File: src/rtl/key_press_sequencer_if.sv
// key_press_sequencer_if: button inputs, tick strobe and command outputs.
// slave = sequencer side, master = driver of buttons/tick.
interface key_press_sequencer_if;
  logic tick;
  logic inc_btn;
  logic set_btn;
  logic inc_short;
  logic inc_long;
  logic inc_repeat;
  logic set_pulse;
  logic inc_held;

  modport master (
    output tick, inc_btn, set_btn,
    input  inc_short, inc_long, inc_repeat,
    input  set_pulse, inc_held
  );

  modport slave (
    input  tick, inc_btn, set_btn,
    output inc_short, inc_long, inc_repeat,
    output set_pulse, inc_held
  );
endinterface

File: src/rtl/key_press_sequencer.sv
// key_press_sequencer: sync + debounce INC/SET, classify INC short/long,
// emit 1-clk command pulses. Ports: clk, reset (async, active-high),
// bus (slave): tick, inc_btn, set_btn -> inc_short, inc_long, inc_repeat,
// set_pulse, inc_held. Macro KEY_AUTO_REPEAT_EN enables inc_repeat.
module key_press_sequencer #(
  parameter int DEBOUNCE_TICKS = 200,
  parameter int LONG_TICKS     = 10000,
  parameter int REPEAT_TICKS   = 2000
) (
  input logic                  clk,
  input logic                  reset,
  key_press_sequencer_if.slave bus
);
  localparam int MAX_DL = (DEBOUNCE_TICKS > LONG_TICKS) ?
                          DEBOUNCE_TICKS : LONG_TICKS;
  localparam int MAXP   = (MAX_DL > REPEAT_TICKS) ?
                          MAX_DL : REPEAT_TICKS;
  localparam int CW     = $clog2(MAXP) + 1;

  localparam logic [CW-1:0] DEB_M1  = CW'(DEBOUNCE_TICKS - 1);
  localparam logic [CW-1:0] LONG_M1 = CW'(LONG_TICKS - 1);
  localparam logic [CW-1:0] CNT_MAX = '1;
`ifdef KEY_AUTO_REPEAT_EN
  localparam logic [CW-1:0] REP_M1  = CW'(REPEAT_TICKS - 1);
`endif

  typedef enum logic [2:0] {
    IDLE, DEB_P, HELD, LONG, DEB_R
  } inc_st_t;

  function automatic logic [CW-1:0] sat_inc(input logic [CW-1:0] c);
    return (c == CNT_MAX) ? c : c + CW'(1);
  endfunction

  logic inc_s1, inc_s2, set_s1, set_s2;

  inc_st_t       state, state_n;
  logic [CW-1:0] cnt, cnt_n;
  logic          short_q, short_n;
  logic          short_p, long_p;
  logic          inc_short_q, inc_long_q, held_q;

  logic          armed, armed_n;
  logic [CW-1:0] scnt, scnt_n;
  logic          set_p, set_pulse_q;

`ifdef KEY_AUTO_REPEAT_EN
  logic          rep_p, inc_repeat_q;
`endif

  always_ff @(posedge clk or posedge reset) begin
    if (reset) begin
      inc_s1 <= 1'b0;
      inc_s2 <= 1'b0;
      set_s1 <= 1'b0;
      set_s2 <= 1'b0;
    end else begin
      inc_s1 <= bus.inc_btn;
      inc_s2 <= inc_s1;
      set_s1 <= bus.set_btn;
      set_s2 <= set_s1;
    end
  end

  always_comb begin
    state_n = state;
    cnt_n   = cnt;
    short_n = short_q;
    short_p = 1'b0;
    long_p  = 1'b0;
`ifdef KEY_AUTO_REPEAT_EN
    rep_p   = 1'b0;
`endif
    if (bus.tick) begin
      unique case (state)
        // the accepting tick itself is the first counted high tick
        IDLE: if (inc_s2) begin
          state_n = DEB_P;
          cnt_n   = CW'(1);
        end
        DEB_P: if (!inc_s2) begin
          state_n = IDLE;
          cnt_n   = '0;
        end else if (cnt >= DEB_M1) begin
          state_n = HELD;
          cnt_n   = '0;
        end else begin
          cnt_n = sat_inc(cnt);
        end
        // the releasing tick is the first counted low tick
        HELD: if (!inc_s2) begin
          state_n = DEB_R;
          short_n = 1'b1;
          cnt_n   = CW'(1);
        end else if (cnt >= LONG_M1) begin
          state_n = LONG;
          long_p  = 1'b1;
          cnt_n   = '0;
        end else begin
          cnt_n = sat_inc(cnt);
        end
        LONG: if (!inc_s2) begin
          state_n = DEB_R;
          short_n = 1'b0;
          cnt_n   = CW'(1);
        end
`ifdef KEY_AUTO_REPEAT_EN
        else if (cnt >= REP_M1) begin
          rep_p = 1'b1;
          cnt_n = '0;
        end else begin
          cnt_n = sat_inc(cnt);
        end
`endif
        DEB_R: if (inc_s2) begin
          cnt_n = '0;
        end else if (cnt >= DEB_M1) begin
          state_n = IDLE;
          short_p = short_q;
          short_n = 1'b0;
          cnt_n   = '0;
        end else begin
          cnt_n = sat_inc(cnt);
        end
        default: begin
          state_n = IDLE;
          cnt_n   = '0;
        end
      endcase
    end
  end

  // armed waits for a stable high run, disarmed for a stable low run
  always_comb begin
    armed_n = armed;
    scnt_n  = scnt;
    set_p   = 1'b0;
    if (bus.tick) begin
      if (set_s2 == armed) begin
        if (scnt >= DEB_M1) begin
          armed_n = ~armed;
          scnt_n  = '0;
          set_p   = armed;
        end else begin
          scnt_n = sat_inc(scnt);
        end
      end else begin
        scnt_n = '0;
      end
    end
  end

  always_ff @(posedge clk or posedge reset) begin
    if (reset) begin
      state       <= IDLE;
      cnt         <= '0;
      short_q     <= 1'b0;
      inc_short_q <= 1'b0;
      inc_long_q  <= 1'b0;
      held_q      <= 1'b0;
      armed       <= 1'b1;
      scnt        <= '0;
      set_pulse_q <= 1'b0;
    end else begin
      state       <= state_n;
      cnt         <= cnt_n;
      short_q     <= short_n;
      inc_short_q <= short_p;
      inc_long_q  <= long_p;
      held_q      <= (state_n == HELD) || (state_n == LONG);
      armed       <= armed_n;
      scnt        <= scnt_n;
      set_pulse_q <= set_p;
    end
  end

`ifdef KEY_AUTO_REPEAT_EN
  always_ff @(posedge clk or posedge reset) begin
    if (reset) inc_repeat_q <= 1'b0;
    else       inc_repeat_q <= rep_p;
  end
  assign bus.inc_repeat = inc_repeat_q;
`else
  assign bus.inc_repeat = 1'b0;
`endif

  assign bus.inc_short = inc_short_q;
  assign bus.inc_long  = inc_long_q;
  assign bus.set_pulse = set_pulse_q;
  assign bus.inc_held  = held_q;
endmodule

File: src/flat_wrapper.sv
// flat-port wrapper written by rule: the top's interface ports become plain ports
module key_press_sequencer_flat 
#(
  parameter int DEBOUNCE_TICKS = 200,
  parameter int LONG_TICKS     = 10000,
  parameter int REPEAT_TICKS   = 2000
)
  (clk, reset, bus_tick, bus_inc_btn, bus_set_btn, bus_inc_short, bus_inc_long, bus_inc_repeat, bus_set_pulse, bus_inc_held);
  key_press_sequencer_if bus_i ();
  input logic clk;
  input logic reset;
  input wire logic [$bits(bus_i.tick)-1:0] bus_tick;
  input wire logic [$bits(bus_i.inc_btn)-1:0] bus_inc_btn;
  input wire logic [$bits(bus_i.set_btn)-1:0] bus_set_btn;
  output wire logic [$bits(bus_i.inc_short)-1:0] bus_inc_short;
  output wire logic [$bits(bus_i.inc_long)-1:0] bus_inc_long;
  output wire logic [$bits(bus_i.inc_repeat)-1:0] bus_inc_repeat;
  output wire logic [$bits(bus_i.set_pulse)-1:0] bus_set_pulse;
  output wire logic [$bits(bus_i.inc_held)-1:0] bus_inc_held;
  assign bus_i.tick = bus_tick;
  assign bus_i.inc_btn = bus_inc_btn;
  assign bus_i.set_btn = bus_set_btn;
  assign bus_inc_short = bus_i.inc_short;
  assign bus_inc_long = bus_i.inc_long;
  assign bus_inc_repeat = bus_i.inc_repeat;
  assign bus_set_pulse = bus_i.set_pulse;
  assign bus_inc_held = bus_i.inc_held;
  key_press_sequencer #(.DEBOUNCE_TICKS(DEBOUNCE_TICKS), .LONG_TICKS(LONG_TICKS), .REPEAT_TICKS(REPEAT_TICKS)) u_core (.clk(clk), .reset(reset), .bus(bus_i));
endmodule
File: config.mk
export PLATFORM = sky130hd
export DESIGN_NAME = key_press_sequencer_flat
export DESIGN_NICKNAME = d
export VERILOG_FILES = /design/src/rtl/key_press_sequencer_if.sv /design/src/rtl/key_press_sequencer.sv /design/src/flat_wrapper.sv
export SDC_FILE = /design/constraint.sdc
export NUM_CORES = 1
export LEC_CHECK = 0
export CAP_MARGIN = 40
export CORE_ASPECT_RATIO = 0.7
export CORE_MARGIN = 1
export CORE_UTILIZATION = 54
export CTS_CLUSTER_SIZE = 28
export DETAILED_ROUTE_END_ITERATION = 8
export PLACE_DENSITY = 0.75
export SLEW_MARGIN = 20
export SYNTH_ARGS = -nofsm -noshare
export SYNTH_HDL_FRONTEND = slang
export SYNTH_SLANG_ARGS = --single-unit
File: constraint.sdc
create_clock -name clk -period 1.8 [get_ports clk]
set_clock_uncertainty 0.05 [all_clocks]
set_input_delay 0.18 -clock clk [delete_from_list [all_inputs] [get_ports clk]]
set_output_delay 0.18 -clock clk [all_outputs]
set_load 0.02 [all_outputs]
Word-level counts from Yosys, hierarchy flattened
Index checks and enable logic that the tools add are counted. W data, S select, Z words.

Equal/unequal tests: 15. Multipliers: 0. Shift operators: 0. $add $sub $neg: 2. Order comparisons: 3. Reduce and logical (&&, ||, !) cells: 7. Div/mod/pow operators: 0. Mux-type cells: 38. Bitwise gates (word level): 1.

Operator list (number): $mux W15 (11); $pmux W15 S5 (1); $add A15 B1 Y15 const B (2); $eq A15 B15 Y1 const B (2); $ge A15 B8 Y1 const B (2); $mux W3 (9); $ge A15 B14 Y1 const B (1); $mux W1 (15); $pmux W3 S5 (1); $eq A3 B2 Y1 const B (4); $ne A2 B2 Y1 const B (3); $reduce_and A3 Y1 (2); $reduce_and A6 Y1 (1); $ne A2 B1 Y1 const B (2); $eq A3 B1 Y1 const B (1); $eq A3 B3 Y1 const B (1); $logic_not A3 Y1 (1); $ne A3 B3 Y1 const B (1); $pmux W1 S3 (1); $reduce_bool A3 Y1 (1); $reduce_and A2 Y1 (1); $eq A1 B1 Y1 (1); $logic_or A1 B1 Y1 (1); $not A1 Y1 (1).

RAM bits: 0. Bits in latches: 0. Memory bits (read-only): 0. Word-level logic and storage cells: 79. Memories kept: 0. Register bits: 43.

Logic depth before layout (Yosys ltp)
Word-level depth: 7. Mapped depth: 7.

Worst setup path after synthesis
OpenSTA, ideal clock, no wires.

Kind: flip-flop to flip-flop. Start: register u_core.scnt[0]. End: register u_core.scnt[2]. Period minus slack after synthesis: 1986 ps. Arrival time: 1870 ps. Stages on the path, launching flop included: 8. Required time: 1684 ps. Setup slack: -186 ps. Path buffers: 1. Cells stage by stage: dfrtp_1 ha_1 a2111oi_2 a21oi_1 or3_1 buf_2 o21ai_0 a22o_1.

Longest elaborated chain between the ends: 4. Elaborated cells on any way between the ends: 8. Classes of those cells: add/sub (1); order compare (1); eq/ne (2); mux (3); reduce/logical (1).

RTL lines: from (decl) (RTL line key_press_sequencer.sv:44) `logic [CW-1:0] scnt, scnt_n;`; from (signal assigned) (RTL line key_press_sequencer.sv:172) `scnt <= scnt_n;`; $add A15 B1 Y15 (RTL line key_press_sequencer.sv:32) `return (c == CNT_MAX) ? c : c + CW'(1);`; $mux W15 (RTL line key_press_sequencer.sv:32); $mux W15 (RTL line key_press_sequencer.sv:140) `if (scnt >= DEB_M1) begin`; $mux W15 (RTL line key_press_sequencer.sv:139) `if (set_s2 == armed) begin`.

Several ways; a longest one is shown, not always the timed one. The select of a mux whose other input is x is not followed. A chain may end at the register's enable or synchronous reset.

Worst setup path after layout
Start: register u_core.cnt[14]. End: register u_core.cnt[12].

Longest elaborated chain between the ends: 5. Elaborated cells on any way between the ends: 10. Classes of those cells: order compare (2); eq/ne (1); mux (7).

RTL lines: from (decl) (RTL line key_press_sequencer.sv:38) `logic [CW-1:0] cnt, cnt_n;`; from (signal assigned) (RTL line key_press_sequencer.sv:166) `cnt <= cnt_n;`; branches (longest 4 deep; another with $ge A15 B8 Y1); $pmux W15 S5 * (RTL line key_press_sequencer.sv:75) `unique case (state)`.

Mark *: on every way between the ends.

==> results.md <==
- Routed WL per cell: 18.85 um
- Leakage Power: 1.531 nW
- Max FO, Critical Path: 13
- CTS Sinks: 43
- Critical path endpoint: u_core.cnt[12]$_DFFE_PP0P_
- Origin of the worst setup path: u_core.cnt[14]$_DFFE_PP0P_
- Final Hold Viols: 0
- Ranking of synthesized cells by area: dfrtp_1 42%, nand2_1 4.4%, o21ai_0 3.0%, a21oi_1 2.8%, nor2b_1 2.5%
- Syn Inst Count: 262
- Core Rows: 20
- Largest net degree at the start of global routing: 44
- Final wirelength: 7369 um
- Count leader, synth: dfrtp_1
- Syn-to-layout area delta: 42.11%
- Avg Cell Area, Syn: 9.446 um^2
- Root Buffer: clkbuf_8
- Nets: 342
- Number of global-route vias before repair: 2178
- Initial drt markers: 200
- Max VDD drop: 0.6794 mV
- CP arrival: 2.15 ns
- Clock latency on the worst-skew pair: 0.31 ns
- RSZ-0062 raised after global routing: true
- Clk slew on worst S/H paths: 0.08 ns
- Crit end category: flip-flop
- Die footprint: 4862 um^2
- Worst r2r dst: u_core.cnt[12]$_DFFE_PP0P_
- Clock tree from TritonCTS: built
- Design area: 3517 um^2
- F_max: 501.7 MHz
- Status: complete, but fails checks
- Critical path type: reg2reg
- Synth area leader: dfrtp_1
- Commonest cells post-synth: 42 x dfrtp_1, 29 x nand2_1, 16 x nor2_1
- R2R Path Start: u_core.cnt[14]$_DFFE_PP0P_
- Synth warn: 0
- Post-route antenna net violation count: 0
- Placement Cell Area: 3059 um^2
- Global-route usage over all layers: 28.51%
- Clock buffer depth: 2
- Total global routing overflow: 0
- R2R Setup Slk: -0.19 ns
- Share of cells above drive strength 1: 42.26%
- Setup-failing EPs final: 25
- Max_cap viols: 0
- Worst hold path type: in2async
- Drt pass-1 iters: 5
- Ys async rst share: 100.0%
- CP startpoint kind: flip-flop
- Tcrit/Tclk final: 110.7%
- Failing checks: negative setup slack
- Port Buffers: 8
- Final GP Congestion: 0.9190
- N_diodes: 0
- Synthesized Nets: 269
- Initial Util: 56.51%
- R2R cell count: 6
- Post-route worst setup slack: -0.1932 ns
- First-pass GRT wire length: 10700 um
- Die height: 58.64 um
- Number of vias per cell: 6.373
- Ys flop type: dfrtp_1
- Final core utilization: 80.31%
- Post-synthesis sequential area ratio: 43.53%
- Cell Area, Synth: 2475 um^2
- EDFF count, synth: 0
- P per Cell Area: 808.2 nW/um^2
- Synth top area share: 42.47%
- Detailed Place HPWL: 4355 um
- Fin crit period: 1.993 ns
- Final Slew Violations: 0
- Worst EP required: 1.96 ns
- Drc violations: 0
- Pre-CTS setup slack: -0.2225 ns
- CORE AREA: 4379 um^2
- Initial antenna violation count: 0
- Chip width: 82.92 um
- H-Tree Depth: 2
- CTS buffer count: 5
- Synth cell types: 62
- Setup TNS: -2.486 ns
- Via count: 2492
- Synthesized flop and latch total: 43
- IO Count: 10
==> cells in the final DEF (no fill, tap or decap), types with 3 or more instances in the layout <==
cell type,instances
buf_4,62
dfrtp_1,39
nand2_1,26
nor2_1,12
nand3_1,10
nor2b_1,10
o21ai_0,9
o21ai_1,9
a21oi_1,9
clkdlybuf4s50_1,8
inv_1,7
o21ai_2,6
buf_6,6
a21oi_2,5
and3_1,5
a22o_1,5
clkbuf_8,5
nor3_2,4
nor3_1,4
nor2_4,4
nor4_1,4
o31a_1,4
buf_12,4
o21bai_1,3
dfrtp_2,3
==> final cells by class <==
cell class | instances | area [um^2]
multi-input combinational | 197 | 1551
sequential | 43 | 1081
tap | 55 | 68.82
clock buffer | 5 | 68.82
inverter | 8 | 30.03
clock inverter | 3 | 23.77
timing repair buffer | 80 | 693.2
fill | 249 | 862.1
==> where the power goes <==
| group | total [mW] | switching (mW) | internal, mW |
|---|---|---|---|
| clock | 0.642 | 0.364 | 0.277 |
| combinational | 1.06 | 0.557 | 0.505 |
| sequential | 1.14 | 0.0902 | 1.05 |
==> per-stage QoR <==
stage          std cells  total power, mW  hold WS [ns]
2_1_floorplan        262            1.593        0.1614
3_3_place_gp         371            1.906        0.2836
3_5_place_dp         371            1.930        0.2873
4_1_cts              390            2.713        0.1688
5_1_grt              391            2.970        0.1824
6_report             391            2.843        0.1567
==> sequential cells by signal (all words and copies together), names as in the netlist <==
signal,count
u_core.set_s1,1
u_core.set_s2,1
u_core.inc_s2,1
u_core.bus.set_pulse,1
u_core.short_q,1
u_core.state,3
u_core.bus.inc_short,1
u_core.armed,1
u_core.bus.inc_held,1
u_core.bus.inc_long,1
u_core.inc_s1,1
u_core.scnt,15
u_core.cnt,15
==> worst max-delay path: stages (launching register included) <==
cell and delay [ns]:
dfrtp_1 0.45, nor3_2 0.33, o211ai_1 0.25, nor4_4 0.33
buf_12 0.19, nor2_4 0.05, o211ai_1 0.23
==> kinds of logic after synthesis <==
family	share of synthesized area, %
and+or+nand+nor	23.00
AOI/OAI and AO/OA	26.39
DFF	43.53
buffers and inverters	4.753
adders and majority gates	1.011
xor gates and xnor gates	0.7079
other	0.1515
muxes	0.4550
==> per-layer routing <==
metal	wire length, um	GRT usage (%)	up-vias
met5	0	0	-
met1	3323	43.10	1207
li1	-	-	1120
met3	659	5.189	32
met2	3200	41.69	133
met4	187	9.113	0
==> repair_timing <==
action	in CTS	in global routing
hold endpoints to repair	0	0
cloned	1	0
setup buffers	10	2
setup endpoints to repair	30	32
resized for setup	32	33
pin swaps	11	7
hold buffers	0	0
==> how the worst min path moves through the flow <==
stage | from | slack (ns) | to
floorplan | bus_inc_btn | 0.16 | u_core.inc_s1$_DFF_PP0_
global placement | u_core.set_s1$_DFF_PP0_ | 0.28 | u_core.set_s2$_DFF_PP0_
detailed placement | u_core.set_s1$_DFF_PP0_ | 0.29 | u_core.set_s2$_DFF_PP0_
CTS | reset | 0.17 | u_core.cnt[9]$_DFFE_PP0P_
global route | reset | 0.18 | u_core.cnt[9]$_DFFE_PP0P_
finish | reset | 0.16 | u_core.cnt[3]$_DFFE_PP0P_
Note: power is estimated with default switching activity, not from simulation.
